[config.mk]
export PLATFORM = sky130hd
export DESIGN_NAME = reg_file_mp_flat
export DESIGN_NICKNAME = d
export VERILOG_FILES = /design/src/rtl/reg_file_mp_if.sv /design/src/rtl/reg_file_mp.sv /design/src/flat_wrapper.sv
export SDC_FILE = /design/constraint.sdc
export NUM_CORES = 1
export LEC_CHECK = 0
export BUFFER_PORTS_ARGS = -buffer_cell sky130_fd_sc_hd__buf_2
export CORE_ASPECT_RATIO = 0.8
export CORE_MARGIN = 3
export CORE_UTILIZATION = 55
export DETAILED_ROUTE_END_ITERATION = 7
export PLACE_DENSITY = 0.75
export SYNTH_ARGS = -nofsm -noshare
export SYNTH_HDL_FRONTEND = slang
export SYNTH_SLANG_ARGS = --single-unit
export TNS_END_PERCENT = 20
[constraint.sdc]
create_clock -name clk -period 3.8 [get_ports clk]
set_input_delay 0.19 -clock clk [delete_from_list [all_inputs] [get_ports clk]]
set_output_delay 0.19 -clock clk [all_outputs]
set_load 0.02 [all_outputs]
[src/rtl/reg_file_mp_if.sv]
// Command/read bus for the multi-port register file.
// master drives CE/Op/addresses/data; slave returns OutA/OutB/Busy/Carry/Zero.
interface reg_file_mp_if #(
  parameter int DATA_W = 8,
  parameter int ADDR_W = 2
);
  logic              CE;
  logic [2:0]        Op;
  logic [ADDR_W-1:0] WrAddr;
  logic [DATA_W-1:0] WrData;
  logic [ADDR_W-1:0] RdAddrA;
  logic [ADDR_W-1:0] RdAddrB;
  logic [DATA_W-1:0] OutA;
  logic [DATA_W-1:0] OutB;
  logic              Busy;
  logic              Carry;
  logic              Zero;

  modport master (
    output CE, Op, WrAddr, WrData, RdAddrA, RdAddrB,
    input  OutA, OutB, Busy, Carry, Zero
  );

  modport slave (
    input  CE, Op, WrAddr, WrData, RdAddrA, RdAddrB,
    output OutA, OutB, Busy, Carry, Zero
  );
endinterface

[src/rtl/reg_file_mp.sv]
// Multi-port register file: 2 registered write-first read ports, 1 write port
// with WRITE/INC/DEC/SWAP. Ports: clk, Reset (sync, active-high), bus (slave).
module reg_file_mp #(
  parameter int DATA_W = 8,
  parameter int ADDR_W = 2
) (
  input logic          clk,
  input logic          Reset,
  reg_file_mp_if.slave bus
);
  localparam int DEPTH = 1 << ADDR_W;
  localparam logic [DATA_W-1:0] ONE = {{(DATA_W-1){1'b0}}, 1'b1};

  typedef enum logic {IDLE, SWAP2} state_t;

  state_t            state;
  state_t            state_n;
  logic [DATA_W-1:0] rf [DEPTH];
  logic [DATA_W-1:0] tmp;
  logic [ADDR_W-1:0] sw_addr;
  logic [DATA_W-1:0] out_a;
  logic [DATA_W-1:0] out_b;
  logic              carry;
  logic              zero;

  logic              go;
  logic              op_wr;
  logic              op_inc;
  logic              op_dec;
  logic              op_sw;
  logic              in_sw2;
  logic [DATA_W-1:0] old;

  logic              we;
  logic [ADDR_W-1:0] wa;
  logic [DATA_W-1:0] wd;
  logic              tmp_we;
  logic              fl_we;
  logic              c_n;
  logic              z_n;

  assign go     = (state == IDLE) && bus.CE;
  assign op_wr  = go && (bus.Op == 3'b001);
  assign op_inc = go && (bus.Op == 3'b010);
  assign op_dec = go && (bus.Op == 3'b011);
  assign op_sw  = go && (bus.Op == 3'b100);
  assign in_sw2 = (state == SWAP2);
  assign old    = rf[bus.WrAddr];

  always_ff @(posedge clk) begin
    if (Reset) state <= IDLE;
    else       state <= state_n;
  end

  always_comb begin
    state_n = state;
    unique case (state)
      IDLE:  if (op_sw) state_n = SWAP2;
      SWAP2: state_n = IDLE;
    endcase
  end

  always_comb begin
    we     = 1'b0;
    wa     = bus.WrAddr;
    wd     = bus.WrData;
    tmp_we = 1'b0;
    fl_we  = 1'b0;
    c_n    = carry;
    z_n    = zero;
    unique case (1'b1)
      op_wr: we = 1'b1;
      op_inc: begin
        we    = 1'b1;
        wd    = old + ONE;
        fl_we = 1'b1;
        c_n   = &old;
        z_n   = (wd == '0);
      end
      op_dec: begin
        we    = 1'b1;
        wd    = old - ONE;
        fl_we = 1'b1;
        c_n   = (old == '0);
        z_n   = (wd == '0);
      end
      op_sw: begin
        we     = 1'b1;
        wd     = rf[bus.RdAddrA];
        tmp_we = 1'b1;
      end
      in_sw2: begin
        we = 1'b1;
        wa = sw_addr;
        wd = tmp;
      end
      default: ;
    endcase
  end

  always_ff @(posedge clk) begin
    if (Reset) begin
      for (int i = 0; i < DEPTH; i++) rf[i] <= '0;
      tmp     <= '0;
      sw_addr <= '0;
      carry   <= 1'b0;
      zero    <= 1'b0;
      out_a   <= '0;
      out_b   <= '0;
    end else begin
      if (we) rf[wa] <= wd;
      if (tmp_we) begin
        tmp     <= old;
        sw_addr <= bus.RdAddrA;
      end
      if (fl_we) begin
        carry <= c_n;
        zero  <= z_n;
      end
      // write-first: forward the value landing on this edge
      out_a <= (we && wa == bus.RdAddrA) ? wd : rf[bus.RdAddrA];
      out_b <= (we && wa == bus.RdAddrB) ? wd : rf[bus.RdAddrB];
    end
  end

  assign bus.OutA  = out_a;
  assign bus.OutB  = out_b;
  assign bus.Busy  = in_sw2;
  assign bus.Carry = carry;
  assign bus.Zero  = zero;
endmodule

[src/flat_wrapper.sv]
// flat-port wrapper written by rule: the top's interface ports become plain ports
module reg_file_mp_flat 
#(
  parameter int DATA_W = 8,
  parameter int ADDR_W = 2
)
  (clk, Reset, bus_CE, bus_Op, bus_WrAddr, bus_WrData, bus_RdAddrA, bus_RdAddrB, bus_OutA, bus_OutB, bus_Busy, bus_Carry, bus_Zero);
  reg_file_mp_if #(.DATA_W(DATA_W), .ADDR_W(ADDR_W)) bus_i ();
  input logic clk;
  input logic Reset;
  input wire logic [$bits(bus_i.CE)-1:0] bus_CE;
  input wire logic [$bits(bus_i.Op)-1:0] bus_Op;
  input wire logic [$bits(bus_i.WrAddr)-1:0] bus_WrAddr;
  input wire logic [$bits(bus_i.WrData)-1:0] bus_WrData;
  input wire logic [$bits(bus_i.RdAddrA)-1:0] bus_RdAddrA;
  input wire logic [$bits(bus_i.RdAddrB)-1:0] bus_RdAddrB;
  output wire logic [$bits(bus_i.OutA)-1:0] bus_OutA;
  output wire logic [$bits(bus_i.OutB)-1:0] bus_OutB;
  output wire logic [$bits(bus_i.Busy)-1:0] bus_Busy;
  output wire logic [$bits(bus_i.Carry)-1:0] bus_Carry;
  output wire logic [$bits(bus_i.Zero)-1:0] bus_Zero;
  assign bus_i.CE = bus_CE;
  assign bus_i.Op = bus_Op;
  assign bus_i.WrAddr = bus_WrAddr;
  assign bus_i.WrData = bus_WrData;
  assign bus_i.RdAddrA = bus_RdAddrA;
  assign bus_i.RdAddrB = bus_RdAddrB;
  assign bus_OutA = bus_i.OutA;
  assign bus_OutB = bus_i.OutB;
  assign bus_Busy = bus_i.Busy;
  assign bus_Carry = bus_i.Carry;
  assign bus_Zero = bus_i.Zero;
  reg_file_mp #(.DATA_W(DATA_W), .ADDR_W(ADDR_W)) u_core (.clk(clk), .Reset(Reset), .bus(bus_i));
endmodule
# Yosys cells after proc, flatten, opt, wreduce, memory -nomap -nowiden
# Memory sizes are Yosys's and may differ from the RTL's. A register that Yosys moved wholly into a read port is not among the register bits.
# Cells that the tools add are included.
dict set report totals {
  memories 1
  ram_bits 32
  in_bits 20
  out_inout_bits 19
  latch_bits 0
  rom_bits 0
  word_cells 47
  ff_bits 21
}
dict set report op_classes {
  bitwise 1
  n_eq_ne 5
  n_addsub 2
  mul 0
  reduce_logical 15
  div_mod_pow 0
  n_shift 0
  n_lt_le_gt_ge 0
  n_mux 17
}
# memory words word_bits rd rd_ports_with_merged_regs write_ports line_no
set memory_table {}
lappend memory_table {u_core.rf 4 8 3 1 4 reg_file_mp.sv:18} ;# logic [DATA_W-1:0] rf [DEPTH];
# op count
set op_table {}
lappend op_table {{8-bit one-hot mux with 4 select lines} 1}
lappend op_table {{8-bit zero test} 3}
lappend op_table {{8-bit two-way mux} 2}
lappend op_table {{1-bit two-way mux} 9}
lappend op_table {{8-bit by 1-bit adder with 8-bit output, second input constant} 1}
lappend op_table {{8-bit AND reduction} 1}
lappend op_table {{8-bit OR reduction} 1}
lappend op_table {{8-bit by 1-bit subtractor with 8-bit output, second input constant} 1}
lappend op_table {{3-bit by 2-bit equality test with 1-bit output, second input constant} 2}
lappend op_table {{1-bit logical AND} 6}
lappend op_table {{1-bit one-hot mux with 2 select lines} 3}
lappend op_table {{5-bit OR reduction} 1}
lappend op_table {{2-bit two-way mux} 2}
lappend op_table {{3-bit by 1-bit equality test with 1-bit output, second input constant} 1}
lappend op_table {{3-bit equality test, second input constant} 1}
lappend op_table {{2-bit equality test} 1}
lappend op_table {{2-bit AND reduction} 1}
lappend op_table {{2-bit nonzero test} 1}
lappend op_table {{2-bit OR reduction} 1}
lappend op_table {{1-bit inverter} 1}

# Depth between registers and ports, before layout
# Gate-level depths: netlist of run 1.
dict set report depth {
  ltp_word 10
  ltp_mapped 10
}

# Least setup slack after synthesis of run 1
# Ideal clock, no wire load.
dict set report synth_timing {
  kind {flip-flop to flip-flop}
  start {memory u_core.rf[3][0]}
  end {memory u_core.rf[0][4] (data pin)}
  stages_incl_launch_ff 9
  synth_period_minus_slack_ns 2.433
  t_arrival_ns 2.166
  required_time_ns 3.533
  setup_slack_ns 1.367
  n_path_buf 0
  path_cell_list {edfxtp_1 mux4_2 inv_1 ha_1 inv_1 o32a_1 xnor2_1 o21bai_1 nor2_1}
}
# element line_no
set synth_lines {}
lappend synth_lines {{start, declared} reg_file_mp.sv:18}

==> impl_results.md, run 1 <==
- Status: completed
- # setup viols final: 0
- Placed Cells: 466
- Power after layout: 1.73 mW
- CTS Hold Bufs: 0
- Via count: 3215
- Commonest cells in the netlist: 63 x nor2_1, 32 x edfxtp_1, 29 x dfxtp_1
- I/O Buffers: 38
- Fmax: 0.359 GHz
- DRT antenna net count: 0
- Synth Flop Type: edfxtp_1
- Worst slew pin tran: 0.574 ns
- Most frequent CP cell: inv_1
- CTS H-tree depth: 3
- Row Count: 26
- FF-to-FF End: u_core.rf[1][4]
- Met1 usage: 0.385
- R2r setup slk: 1.02 ns
- Core area: 6600 sq um
- Initial drt markers: 373
- Number of setup buffers added after CTS: 0
- Clk Latency, worst-skew pair: 0.35 ns
- Placer Congestion: 0.952
- Register bit total from synthesis: 61
- Crit start category: register
- Post-DR vias/cell: 6.67
- Synth Net Count: 386
- Initial core utilization: 0.587
- Ant. Diodes: 0
- Synth Instances: 361
- Slew HR: 0.618
- Slew Viols, Final: 0
- Die X: 99.9 um
- CP max stage delay: 0.62 ns
- Post-Route Skew: 0.00979 ns
- TritonCTS buffer count: 9
- Global-route wire length before repair: 16600 um
- Cells along the critical path: mux4_2 > inv_1 > ha_1 > inv_1 > o32a_1 > xnor2_1 > o21bai_1 > nor2_1
- Syn Area/Cell: 10.7 sq um
- Worst hold start: bus_WrData[3]
- # resized after CTS: 0
- Clock transition at the registers of the reported paths: 0.07 ns
- Max Cap Violations: 0
- Post-Syn Area: 3880 sq um
- Hold Slack: 0.176 ns
- Non-filler cells, final: 482
- PD cells: 400 nW/um^2
- Share of the synthesized area in the top cell type: 0.248
- Clock period minus worst slack: 2.78 ns
- Synth area leaders: edfxtp_1 25%, mux4_2 16%, dfxtp_1 15%
- # DRC: 0
- Worst-path fanout max: 10
- DRT Wirelength: 10500 um
- Final period utilization: 0.733
- Depth of the worst register-to-register path: 8
- Fillers: 550
- CTS Buffer Depth: 2
- Post-synth top area cell: edfxtp_1
- Die Area: 8100 sq um
- CP Capture Type: register
- Max IR drop VDD: 379 uV
- Final Hold Viols: 0
- Sequential area share after synthesis: 0.398
- CP Class: reg -> reg
- Worst min-delay path class: in -> reg
- Vias in the first global route: 3099
- RSZ-0062 raised after global routing: no
- GRT met2 Usage: 0.422
- Required @ worst endpoint: 3.88 ns
- Post-synthesis async set-or-reset flop share: 0
- Setup WS pre-CTS: 0.858 ns
- Nets@finish: 418
- Clock sinks: 61
- FF-to-FF Start: u_core.rf[3][0]
- Die height: 81.1 um
- Critical path's slowest cell: mux4_2
- Busiest grt layer: met2
- Post-synth EDFFs: 32
- CTS tree: yes
- Ys Warns: 0
- Largest net degree at the start of global routing: 26
- I/O pin total: 39
- Ratio of cells with drive above 1 in the final layout: 0.261
- Clock Tree Root: clkbuf_8
- Dpl hpwl: 7460 um
- Hold path endpoint: u_core.bus.OutA[3]
- Initial antenna violation count: 0
- TritonRoute pass-1 iters: 5
- M3 GR Usage: 0.0884
- Top-count cell post-synth: nor2_1
- Leak: 1.65 nW
- Setup tns final: 0 ns
- Total gr overflow: 0
- Worst Path Arrival: 2.87 ns
- Final setup margin: 1.02 ns
- Average wire per standard cell: 21.8 um
- Area Overhead vs Synth: 11.5%
- GRT Total Usage: 0.278
- Yosys cell types: 65
- Hold path cells: 3
==> logic make-up (layout without fill, tap and decap cells) <==
kind of cell | Yosys count | in the layout | synth area share
AND/OR/NAND/NOR | 132 | 132 | 0.166
buffers and inverters | 42 | 79 | 0.0491
flip-flops | 61 | 61 | 0.398
AO/OA/AOI/OAI | 67 | 67 | 0.145
XOR/XNOR | 13 | 13 | 0.0294
multiplexers | 41 | 41 | 0.197
adder cells (fa/ha/maj) | 5 | 5 | 0.0161
==> sequential cells by signal, indices dropped and copies added, names as in the netlist <==
signal	cells
u_core.bus.Carry	1
u_core.sw_addr	2
u_core.rf	32
u_core.bus.OutA	8
u_core.bus.Busy	1
u_core.bus.OutB	8
u_core.tmp	8
u_core.bus.Zero	1
==> critical path, delay by kind of cell (launching register included) <==
family | cells | cell delay, ns
buffers and inverters | 2 | 0.24
DFF | 1 | 0.46
and+or+nand+nor | 1 | 0.10
AOI/OAI and AO/OA | 2 | 0.73
muxes | 1 | 0.62
xor gates and xnor gates | 1 | 0.13
adders and majority gates | 1 | 0.25
==> placed cells by master, fill, tap and decap left out, types with 9 or more instances in the layout <==
cell type	netlist	final
a21oi_1	10	10
buf_2	5	38
clkbuf_8	0	9
dfxtp_1	29	29
edfxtp_1	32	32
inv_1	16	16
mux2i_1	12	12
mux4_2	28	28
nand2_1	16	16
nor2_1	63	63
nor3_1	11	10
o22ai_1	10	10
xnor2_1	11	11
==> how the worst max path moves through the flow <==
stage / startpoint / endpoint / slack (ns) / cells after the start
after global routing: u_core.rf[3][0] / u_core.rf[1][4] / 0.88 / 8
after detailed placement: bus_WrAddr[0] / u_core.rf[1][4] / 0.86 / 9
after CTS: u_core.rf[3][0] / u_core.rf[1][4] / 1.05 / 8
final: u_core.rf[3][0] / u_core.rf[1][4] / 1.02 / 8
after floorplan: u_core.rf[3][0] / u_core.rf[0][4] / 1.37 / 8
after global placement: bus_WrAddr[0] / u_core.rf[1][4] / 0.95 / 9
==> stage by stage <==
stage / utilization / instance area (sq um)
after floorplan: - / 3880
after global placement: 0.622 / 4110
after detailed placement: 0.622 / 4110
after CTS: 0.654 / 4320
after global routing: 0.654 / 4320
final: 0.654 / 4320
==> report_power, final <==
group	total (mW)	switching [mW]	leakage, nW	internal, mW
logic	0.345	0.211	0.964	0.133
clock network	0.636	0.271	0.107	0.365
registers	0.749	0.0216	0.575	0.727
==> routing by layer <==
| layer | up-vias | share of wire |
|---|---|---|
| met3 | 17 | 0.12 |
| met1 | 1553 | 0.41 |
| li1 | 1437 | - |
| met4 | 0 | 0.016 |
| met2 | 208 | 0.46 |
| met5 | - | 0 |
==> area by class of cell <==
type,count,area [sq um],share of cell area
timing repair buffer,45,243,0.0562
clock inverter,7,90.1,0.0209
sequential,61,1540,0.357
multi-input combinational,258,2150,0.498
tap,84,105,0.0243
clock buffer,9,124,0.0287
inverter,18,67.6,0.0156
No activity file was read; power rests on OpenSTA's default activity.
==> inputs of run 2 (changes only) <==
ABC_AREA = 1   (was unset)
clock period = 2.6 ns   (was 3.8 ns; I/O delays follow)
==> run 2 against run 1 <==
Sequential cell count unchanged. Die area grew 0.88%. Fmax is 25% higher. Critical path depth up 1. First-iteration DRC count is 44% higher. Global-route usage is 5.2 points higher. Non-clock buffer count grew 3. Critical path type unchanged.
==> impl_results.md, run 2 <==
- Status: completed (unchanged)
- Final period utilization: 0.857 (was 0.733)
- Post-Syn Area: 3910 sq um (was 3880 sq um)
- CP Capture Type: register (unchanged)
- Placer Congestion: 0.970 (was 0.952)
- Final core utilization: 0.659 (was 0.654)
- Hold path cells: 2 (was 3)
- Post-synth top area cell: edfxtp_1 (unchanged)
- Ant. Diodes: 0 (unchanged)
- Synth Instances: 554 (was 361)
- Post-Route Skew: 0.0156 ns (was 0.00979 ns)
- Leak: 2.05 nW (was 1.65 nW)
- CTS H-tree depth: 3 (unchanged)
- Commonest cells in the netlist: 179 x nand2_1, 64 x nor2_1, 50 x nand3_1 (was 63 x nor2_1, 32 x edfxtp_1, 29 x dfxtp_1)
- Synth area leaders: edfxtp_1 25%, nand2_1 17%, dfxtp_1 15% (was edfxtp_1 25%, mux4_2 16%, dfxtp_1 15%)
- Final Hold Viols: 0 (unchanged)
- CTS tree: yes (unchanged)
- Syn Area/Cell: 7.06 sq um (was 10.7 sq um)
- Worst slew pin tran: 0.573 ns (was 0.574 ns)
- Nets@finish: 618 (was 418)
- I/O pin total: 39 (unchanged)
- PD cells: 586 nW/um^2 (was 400 nW/um^2)
- CP Class: reg -> reg (unchanged)
- Number of flip-flops in the largest register: 32 (unchanged)
- Max IR drop VDD: 416 uV (was 379 uV)
- DRT Wirelength: 13000 um (was 10500 um)
- Fmax: 0.449 GHz (was 0.359 GHz)
- Most common cell after layout, fill and taps aside: nand2_1 (was nor2_1)
- Total gr overflow: 0 (unchanged)
- Post-synthesis async set-or-reset flop share: 0 (unchanged)
- Slew Viols, Final: 0 (unchanged)
- DRT antenna net count: 0 (unchanged)
- Die height: 81.4 um (was 81.1 um)
- Clk Latency, worst-skew pair: 0.36 ns (was 0.35 ns)
- GRT Total Usage: 0.330 (was 0.278)
- Largest net degree at the start of global routing: 23 (was 26)
- CTS Buffer Depth: 2 (unchanged)
- Die Area: 8170 sq um (was 8100 sq um)
- Slew HR: 0.618 (about the same)
- # setup viols final: 0 (unchanged)
- Synth Net Count: 579 (was 386)
- Clock period minus worst slack: 2.23 ns (was 2.78 ns)
- Area Overhead vs Synth: 11.8% (was 11.5%)
- Average wire per standard cell: 19.0 um (was 21.8 um)
- I/O Buffers: 38 (unchanged)
- TritonCTS buffer count: 9 (unchanged)
- Clock sinks: 61 (unchanged)
- CTS Hold Bufs: 0 (unchanged)
- Ratio of cells with drive above 1 in the final layout: 0.179 (was 0.261)
- Synth Flop Type: edfxtp_1 (unchanged)
- Required @ worst endpoint: 2.85 ns (was 3.88 ns)
- Depth of the worst register-to-register path: 9 (was 8)
- TritonRoute pass-1 iters: 6 (was 5)
- Core area: 6640 sq um (was 6600 sq um)
- # resized after CTS: 0 (unchanged)
- Worst min-delay path class: in -> reg (unchanged)
- Fillers: 588 (was 550)
- Post-DR vias/cell: 6.06 (was 6.67)
- Worst-path fanout max: 11 (was 10)
- Vias in the first global route: 3675 (was 3099)
- Worst Path Arrival: 2.48 ns (was 2.87 ns)
- Global-route wire length before repair: 20100 um (was 16600 um)
- Register name with the most flops: u_core.rf (unchanged)
- Initial antenna violation count: 0 (unchanged)
- Die X: 100 um (was 99.9 um)
- Initial core utilization: 0.590 (was 0.587)
- Clock transition at the registers of the reported paths: 0.08 ns (was 0.07 ns)
- Sequential area share after synthesis: 0.394 (was 0.398)
- Setup tns final: 0 ns (unchanged)
- Non-filler cells, final: 682 (was 482)
- Ys Warns: 0 (unchanged)
- Initial drt markers: 537 (was 373)
- Most frequent cells in the layout: 179 x nand2_1, 64 x nor2_1, 50 x nand3_1 (was 63 x nor2_1, 38 x buf_2, 32 x edfxtp_1)
- Power after layout: 2.56 mW (was 1.73 mW)
- Row Count: 26 (unchanged)
- Clock Tree Root: clkbuf_8 (unchanged)
- Dpl hpwl: 9410 um (was 7460 um)
- Register bit total from synthesis: 61 (unchanged)
- Max Cap Violations: 0 (unchanged)
- Top-count cell post-synth: nand2_1 (was nor2_1)
- RSZ-0062 raised after global routing: no (unchanged)
- Number of setup buffers added after CTS: 0 (unchanged)
- Via count: 4136 (was 3215)
- Crit start category: register (unchanged)
- Share of the synthesized area in the top cell type: 0.246 (was 0.248)
- Placed Cells: 666 (was 466)
- Yosys cell types: 36 (was 65)
- Post-synth EDFFs: 32 (unchanged)
- # DRC: 0 (unchanged)
[run 2: changes by cell type after synthesis, moves of 7 or more]
cell / before / now
nand3_1: 8 / 50
inv_1: 16 / 28
a21oi_1: 10 / 32
mux2i_1: 12 / 0
nand2_1: 16 / 179
xnor2_1: 11 / 0
or2_1: 8 / 1
o21ai_0: 2 / 40
nand3_2: 0 / 8
nor3_1: 11 / 1
nand4_1: 3 / 11
mux4_2: 28 / 0
[run 2: cell families (layout without fill, tap and decap cells)]
kind of cell / count (synthesis) / count (layout) / synth area share
XOR/XNOR: 3 / 3 / 0.00672
flip-flops: 61 / 61 / 0.394
AO/OA/AOI/OAI: 90 / 90 / 0.126
adder cells (fa/ha/maj): 5 / 5 / 0.0160
AND/OR/NAND/NOR: 340 / 340 / 0.393
buffers and inverters: 55 / 99 / 0.0646
[run 2: per-stage QoR]
| step | setup WS [ns] | hold WS [ns] | instance area, sq um |
|---|---|---|---|
| floorplan | 0.582 | 0.202 | 3910 |
| global placement | 0.336 | 0.470 | 4170 |
| detailed placement | 0.301 | 0.476 | 4170 |
| CTS | 0.459 | 0.107 | 4370 |
| global route | 0.246 | 0.106 | 4370 |
| finish | 0.371 | 0.112 | 4370 |
[run 2: path summary, 6_finish.rpt]
check	from	to	slack [ns]
worst min-delay path	Reset	u_core.bus.Busy	0.11
worst max-delay path	u_core.bus.Busy	u_core.bus.OutA[1]	0.37
worst min register to register	u_core.tmp[6]	u_core.tmp[6]	0.54
worst max register to register	u_core.bus.Busy	u_core.bus.OutA[1]	0.37
[run 2: final cells by class]
cell class	count	area (sq um)	share of cell area
inverter	35	136	0.0312
sequential	61	1540	0.353
tap	84	105	0.0240
clock inverter	6	68.8	0.0157
timing repair buffer	48	265	0.0607
multi-input combinational	438	2120	0.484
clock buffer	10	138	0.0315
[run 2: power breakdown]
part           internal [mW]  total [mW]  switching [mW]
clock                  0.477       0.915           0.439
sequential              1.07        1.11          0.0328
combinational          0.154       0.541           0.387
total                   1.70        2.56           0.858
[run 2: per-layer routing]
layer | track usage | share of wire | up-vias | routed length (um)
li1 | - | - | 1919 | -
met1 | 0.479 | 0.42 | 1879 | 5480
met2 | 0.464 | 0.41 | 302 | 5320
met3 | 0.0908 | 0.13 | 36 | 1740
met4 | 0.135 | 0.033 | 0 | 422
met5 | 0 | 0 | - | 0
[run 2: critical path: stages (launching register included)]
cell,delay (ns)
dfxtp_1,0.34
buf_4,0.20
inv_2,0.09
or2_1,0.22
o21ai_2,0.09
xor2_1,0.18
nor2_1,0.06
nand2_1,0.32
inv_1,0.26
a21oi_1,0.34
